$ cat src/rtl/rtc_pkg.sv
// rtc_pkg: shared field limits, widths and display helpers for the RTC core
package rtc_pkg;
   localparam int SEC_MAX  = 59;
   localparam int MIN_MAX  = 59;
   localparam int HOUR_MAX = 23;
   localparam int HOUR_W   = 5;
   localparam int MIN_W    = 6;
   localparam int SEC_W    = 6;

   typedef struct packed {
      logic [HOUR_W-1:0] hour;
      logic              pm;
   } disp_hour_t;

   function automatic logic [7:0] bin2bcd8(input logic [5:0] v);
      return {4'(v / 6'd10), 4'(v % 6'd10)};
   endfunction

   function automatic disp_hour_t to_12h(input logic [HOUR_W-1:0] h, input logic en);
      disp_hour_t d;
      d.pm   = en && h >= 5'd12;
      d.hour = !en ? h : h == 5'd0 ? 5'd12 : h > 5'd12 ? h - 5'd12 : h;
      return d;
   endfunction
endpackage

$ cat src/rtl/rtc_mod_counter.sv
// rtc_mod_counter: modulo-(MAX+1) counter with load and combinational carry
module rtc_mod_counter #(
   parameter int MAX = 59,
   parameter int W   = 6
) (
   input  logic         clock,
   input  logic         reset,
   input  logic         inc,
   input  logic         load,
   input  logic [W-1:0] load_val,
   output logic [W-1:0] val,
   output logic         carry
);
   assign carry = inc && val == W'(MAX);

   // load has priority over increment; wrap to zero at MAX
   always_ff @(posedge clock or negedge reset)
      if (!reset) val <= '0;
      else if (load) val <= load_val;
      else if (inc) val <= carry ? '0 : val + 1'b1;
endmodule

$ cat src/rtl/rtc_timekeeper.sv
// rtc_timekeeper: prescaled hh:mm:ss clock with BCD display; minute alarm present when RTC_ALARM_EN is defined
module rtc_timekeeper
   import rtc_pkg::*;
#(
   parameter int TICK_DIV = 65536
) (
   input  logic              clock,
   input  logic              reset,
   input  logic              run,
   input  logic              mode_12h,
   input  logic              set_valid,
   input  logic [HOUR_W-1:0] set_hour,
   input  logic [MIN_W-1:0]  set_min,
   input  logic [SEC_W-1:0]  set_sec,
   output logic              set_err,
   input  logic              alarm_set,
   input  logic [HOUR_W-1:0] alarm_hour,
   input  logic [MIN_W-1:0]  alarm_min,
   input  logic              alarm_ack,
   output logic              alarm_fire,
   output logic              sec_tick,
   output logic [7:0]        hour_bcd,
   output logic [7:0]        min_bcd,
   output logic [7:0]        sec_bcd,
   output logic              pm
);
   localparam int CNT_W = $clog2(TICK_DIV);

   logic [CNT_W-1:0]  div_r;
   logic [HOUR_W-1:0] hour_r;
   logic [MIN_W-1:0]  min_r;
   logic [SEC_W-1:0]  sec_r;
   logic              tick, set_ok, load, inc, alarm_err;
   logic              sec_carry, min_carry, hour_carry;
   disp_hour_t        disp;

   assign tick   = run && div_r == CNT_W'(TICK_DIV - 1);
   assign set_ok = set_hour <= HOUR_W'(HOUR_MAX) && set_min <= MIN_W'(MIN_MAX) && set_sec <= SEC_W'(SEC_MAX);
   assign load   = set_valid && set_ok;
   assign inc    = tick && !load;
   assign disp   = to_12h(hour_r, mode_12h);

   // prescaler: restarts on an accepted load so the next second is a full period away
   always_ff @(posedge clock or negedge reset)
      if (!reset) div_r <= '0;
      else if (load) div_r <= '0;
      else if (run) div_r <= tick ? '0 : div_r + 1'b1;

   rtc_mod_counter #(.MAX(SEC_MAX), .W(SEC_W)) u_sec (
      .clock(clock), .reset(reset), .inc(inc), .load(load),
      .load_val(set_sec), .val(sec_r), .carry(sec_carry));

   rtc_mod_counter #(.MAX(MIN_MAX), .W(MIN_W)) u_min (
      .clock(clock), .reset(reset), .inc(sec_carry), .load(load),
      .load_val(set_min), .val(min_r), .carry(min_carry));

   rtc_mod_counter #(.MAX(HOUR_MAX), .W(HOUR_W)) u_hour (
      .clock(clock), .reset(reset), .inc(min_carry), .load(load),
      .load_val(set_hour), .val(hour_r), .carry(hour_carry));

`ifdef RTC_ALARM_EN
   logic [HOUR_W-1:0] al_hour, nxt_hour;
   logic [MIN_W-1:0]  al_min, nxt_min;
   logic              armed, al_ok, match;

   assign al_ok     = alarm_hour <= HOUR_W'(HOUR_MAX) && alarm_min <= MIN_W'(MIN_MAX);
   assign alarm_err = alarm_set && !al_ok;
   assign nxt_min   = min_carry ? '0 : min_r + 1'b1;
   assign nxt_hour  = hour_carry ? '0 : min_carry ? hour_r + 1'b1 : hour_r;
   // a match is judged on the time a tick is about to produce, so loads never fire it
   assign match     = armed && sec_carry && nxt_min == al_min && nxt_hour == al_hour;

   // alarm registers; a match in the same cycle as an ack keeps the flag set
   always_ff @(posedge clock or negedge reset)
      if (!reset) begin
         al_hour    <= '0;
         al_min     <= '0;
         armed      <= 1'b0;
         alarm_fire <= 1'b0;
      end else begin
         if (alarm_set && al_ok) begin
            al_hour <= alarm_hour;
            al_min  <= alarm_min;
            armed   <= 1'b1;
         end
         alarm_fire <= match || (alarm_fire && !alarm_ack);
      end
`else
   logic unused_alarm;
   assign unused_alarm = ^{alarm_set, alarm_hour, alarm_min, alarm_ack, hour_carry};
   assign alarm_err    = 1'b0;
   assign alarm_fire   = 1'b0;
`endif

   // registered status pulses and display digits, one cycle behind the internal time
   always_ff @(posedge clock or negedge reset)
      if (!reset) begin
         sec_tick <= 1'b0;
         set_err  <= 1'b0;
         hour_bcd <= 8'h00;
         min_bcd  <= 8'h00;
         sec_bcd  <= 8'h00;
         pm       <= 1'b0;
      end else begin
         sec_tick <= inc;
         set_err  <= (set_valid && !set_ok) || alarm_err;
         hour_bcd <= bin2bcd8({1'b0, disp.hour});
         min_bcd  <= bin2bcd8(min_r);
         sec_bcd  <= bin2bcd8(sec_r);
         pm       <= disp.pm;
      end
endmodule
$ cat config.mk
export PLATFORM = sky130hd
export DESIGN_NAME = rtc_timekeeper
export DESIGN_NICKNAME = d
export VERILOG_FILES = /design/src/rtl/rtc_pkg.sv /design/src/rtl/rtc_mod_counter.sv /design/src/rtl/rtc_timekeeper.sv
export SDC_FILE = /design/constraint.sdc
export NUM_CORES = 1
export LEC_CHECK = 0
export ABC_AREA = 1
export CORE_ASPECT_RATIO = 2
export CORE_MARGIN = 2
export CORE_UTILIZATION = 48
export DETAILED_ROUTE_END_ITERATION = 8
export MAX_ROUTING_LAYER = met4
export PLACE_DENSITY = 0.82
export SLEW_MARGIN = 20
export SYNTH_ARGS = -nofsm -noshare
export SYNTH_HDL_FRONTEND = slang
export SYNTH_SLANG_ARGS = --single-unit
$ cat constraint.sdc
create_clock -name clock -period 2.1 [get_ports clock]
set_clock_uncertainty 0.2 [all_clocks]
set_input_delay 0.21 -clock clock [delete_from_list [all_inputs] [get_ports clock]]
set_output_delay 0.21 -clock clock [all_outputs]
set_load 0.01 [all_outputs]
==> key figures <==
Status
  – Status: complete, no violations

Power
  – Leakage power: approximately 2.4 nW
  – Final Power: ~4.9 mW
  – Pwr Density: around 970 nW/µm²
  – Max VDD drop: approximately 0.53 mV

Synth
  – Synthesis-stage register bit count: 56
  – Ys Warns: 0
  – Cells after synthesis: 476
  – EDFF count, synth: 0
  – Most common cell in the netlist: nand2_1
  – Cell taking the most area after synthesis: dfrtp_1
  – Area contributors post-synth: dfrtp_1 (38%), nand2_1 (13%), ha_1 (6.5%)
  – Sequential area share after synthesis: around two fifths
  – Dominant synthesized flop cell: dfrtp_1
  – Commonest cells in the netlist: nand2_1 (122), dfrtp_1 (56), nand3_1 (47)
  – Synthesized cell area: around 3700 µm²
  – Avg Synthesized Cell Area: roughly 7.7 µm²
  – Top-area cell type share of the netlist area: approximately two fifths
  – Yosys cell types: between 40 and 50
  – Post-synth ARST share: 100.0%

Drt
  – Drt total wl: ~9400 µm
  – DRC violation total after the first TritonRoute iteration: roughly 260
  – DR pass1 iterations: 4
  – Avg WL per Cell: around 14 µm
  – Drt via density: about 5.3
  – Total number of vias: approximately 3.5k
  – Antenna-violating nets left: 0
  – DRC: 0

Layout
  – Share of cells above drive strength 1: 28.22%
  – Total Nets Final: approximately 630
  – Area delta synth->final: 38.23%
  – # diodes: 0
  – Final cell count without fillers: around 670
  – Number of fillers in the final layout: between 500 and 600
  – Fin area: approximately 5000 µm²
  – Register Area: approximately 1400 µm²
  – Final core occ: between 60% and 70%
  – Multi-input gate area: around 2200 µm²

Worst setup path
  – Req. time, crit path: between 2 and 2.5 ns
  – Crit path kind: reg2reg
  – RR Endpoint: u_hour.val[1]
  – R2R cell count: 13
  – R2r setup slk: about 0.023 ns
  – Most used cell, CP: nor2_4
  – Crit path capture: u_hour.val[1]
  – CP max stage cell: dfrtp_1
  – Worst path max stage delay: just over 0.4 ns
  – Crit. End Element: flip-flop
  – Crit path cell chain: ha_2, nand2_2, inv_2, nand2_4, nor2_4, nand2_2, nor2_4, nand3_4, nor2_4, nor2_4, buf_6, nand2_2, nand3_2
  – Critical Path Fanout Max: 5
  – Worst Setup Start Kind: flip-flop
  – Crit. Startpoint: div_r[1]
  – Crit path arrival time: a little over 2 ns
  – Reg2reg start: div_r[1]

Timing
  – Hold Vio Cnt, Final: 0
  – Final setup violating endpoints: 0
  – Final WS setup: 0.02260 ns
  – RSZ-0062 raised after global routing: true
  – Final min period: just over 2 ns
  – Hold_ws: around 0.20 ns
  – Setup TNS: 0 ns
  – Max Slew Vio Count: 0
  – Fmax: slightly below 500 MHz
  – Final Cycle Share: a little over nine tenths

Place
  – Global placement routability congestion: ~0.91
  – DP Worst Slack: -0.01131 ns
  – Buffers on Ports: between 40 and 50
  – Placed cell count: between 600 and 700
  – Cell Area, Placed: roughly 4500 µm²
  – DP Wirelength: 6381 µm

Clock network
  – Bufs on Longest Clock Path: 2
  – CTS tree: done
  – Cts bufs inserted: 5
  – Clock-pin slew on the worst setup and hold paths: 0.07 ns
  – Worst-skew pair later-pin latency: ~0.30 ns
  – Clock sinks: 56
  – H-tree Lvls: 2
  – Root Buffer: clkbuf_16

Floorplan
  – Core ar.: between 7000 and 8000 µm²
  – Initial Util: about half
  – Boundary pin count: 63
  – Die area: 8365 µm²
  – Die W: roughly 66 µm
  – Std-Cell Rows: 45
  – Die Height: roughly 130 µm

GRT
  – Number of global-route vias before repair: approximately 3.4k
  – Initial antenna violation count: 0
  – GRT Resource Usage Total: roughly 22%
  – Largest net degree at the start of global routing: 38
  – First-pass GRT wire length: 14370 µm
  – Grt ovf: 0

Job
  – Max Cap Viol: 0

Worst hold path
  – Worst hold path class: in2async
worst max-delay path, delay by kind of cell (launching register included):
family | cells | cell delay (ns)
fa+ha+maj | 1 | 0.22
buf+inv | 2 | 0.21
simple gates | 10 | 0.91
flops | 1 | 0.41
worst min-delay path by stage:
| stage | from | to | slack (ns) | cells past startpoint |
|---|---|---|---|---|
| 2_1_floorplan | reset | div_r[0] | -0.29 | 0 |
| 4_1_cts | reset | sec_bcd[6] | 0.22 | 2 |
| 3_5_place_dp | reset | sec_bcd[6] | -0.005 | 1 |
| 5_1_grt | reset | u_sec.val[4] | 0.25 | 2 |
| 3_3_place_gp | reset | sec_bcd[6] | -0.004 | 1 |
| 6_report | reset | u_sec.val[5] | 0.20 | 2 |
final cells by class:
| class | count | area share, % |
|---|---|---|
| Timing Repair Buffer | 98 | 17.57 |
| Inverter | 59 | 4.411 |
| Sequential cell | 56 | 27.83 |
| Tap cell | 94 | 2.330 |
| Multi-Input combinational cell | 353 | 44.54 |
| Clock buffer | 5 | 2.478 |
| Clock inverter | 3 | 0.8426 |
flip-flops by register name, summed over array words and instances, names as in the netlist:
| register | count |
|---|---|
| set_err | 1 |
| u_sec.val | 6 |
| min_bcd | 7 |
| u_hour.val | 5 |
| u_min.val | 6 |
| sec_tick | 1 |
| div_r | 16 |
| hour_bcd | 6 |
| pm | 1 |
| sec_bcd | 7 |
kinds of logic (layout without fill, tap and decap cells):
logic type                 count (synthesis)  in the layout  share of synthesized area (%)
AOI/OAI and AO/OA                         40             40                          7.126
xor gates and xnor gates                  18             18                          4.317
adders and majority gates                 19             19                          6.509
buffers and inverters                     71            165                          8.119
DFF                                       56             56                          38.37
other                                      1              5                         0.1027
and+or+nand+nor                          271            271                          35.46
where the power goes:
group	internal (mW)	total [mW]	switching [mW]
clock network	0.561	0.957	0.396
logic	1.13	2.47	1.35
registers	1.33	1.48	0.150
cells in the final DEF (no fill, tap or decap), types with 3 or more instances in the layout:
master / n
nand2_4: 13
nand3_2: 11
o211ai_1: 5
clkbuf_16: 5
ha_4: 7
buf_6: 5
nor2_4: 5
o21ai_0: 6
nand2_2: 27
ha_1: 11
a31oi_1: 3
xnor2_1: 3
nand2_1: 105
inv_2: 17
buf_4: 46
clkdlybuf4s50_1: 43
nand3_1: 38
nand4_1: 13
a21oi_1: 9
a22oi_1: 5
o21ai_1: 3
dfrtp_2: 3
nor3_1: 6
inv_1: 40
nor2_1: 39
xor2_1: 14
dfrtp_1: 53
conb_1: 5
nand3_4: 3
what timing repair did:
action | CTS | global route
pin swaps | 0 | 23
hold buffers | 1 | 0
setup buffers | 0 | 12
hold endpoints to repair | 19 | 0
endpoints found under the setup margin | 2 | 32
gates resized for setup | 3 | 70
routing by layer:
layer,up-vias,track usage [%],routed length [µm]
li1,1719,-,-
met1,1722,25.42,3667
met2,89,38.68,5265
met3,18,2.817,281
met4,0,7.230,181
met5,-,-,0
Note: power is estimated with default switching activity, not from simulation.
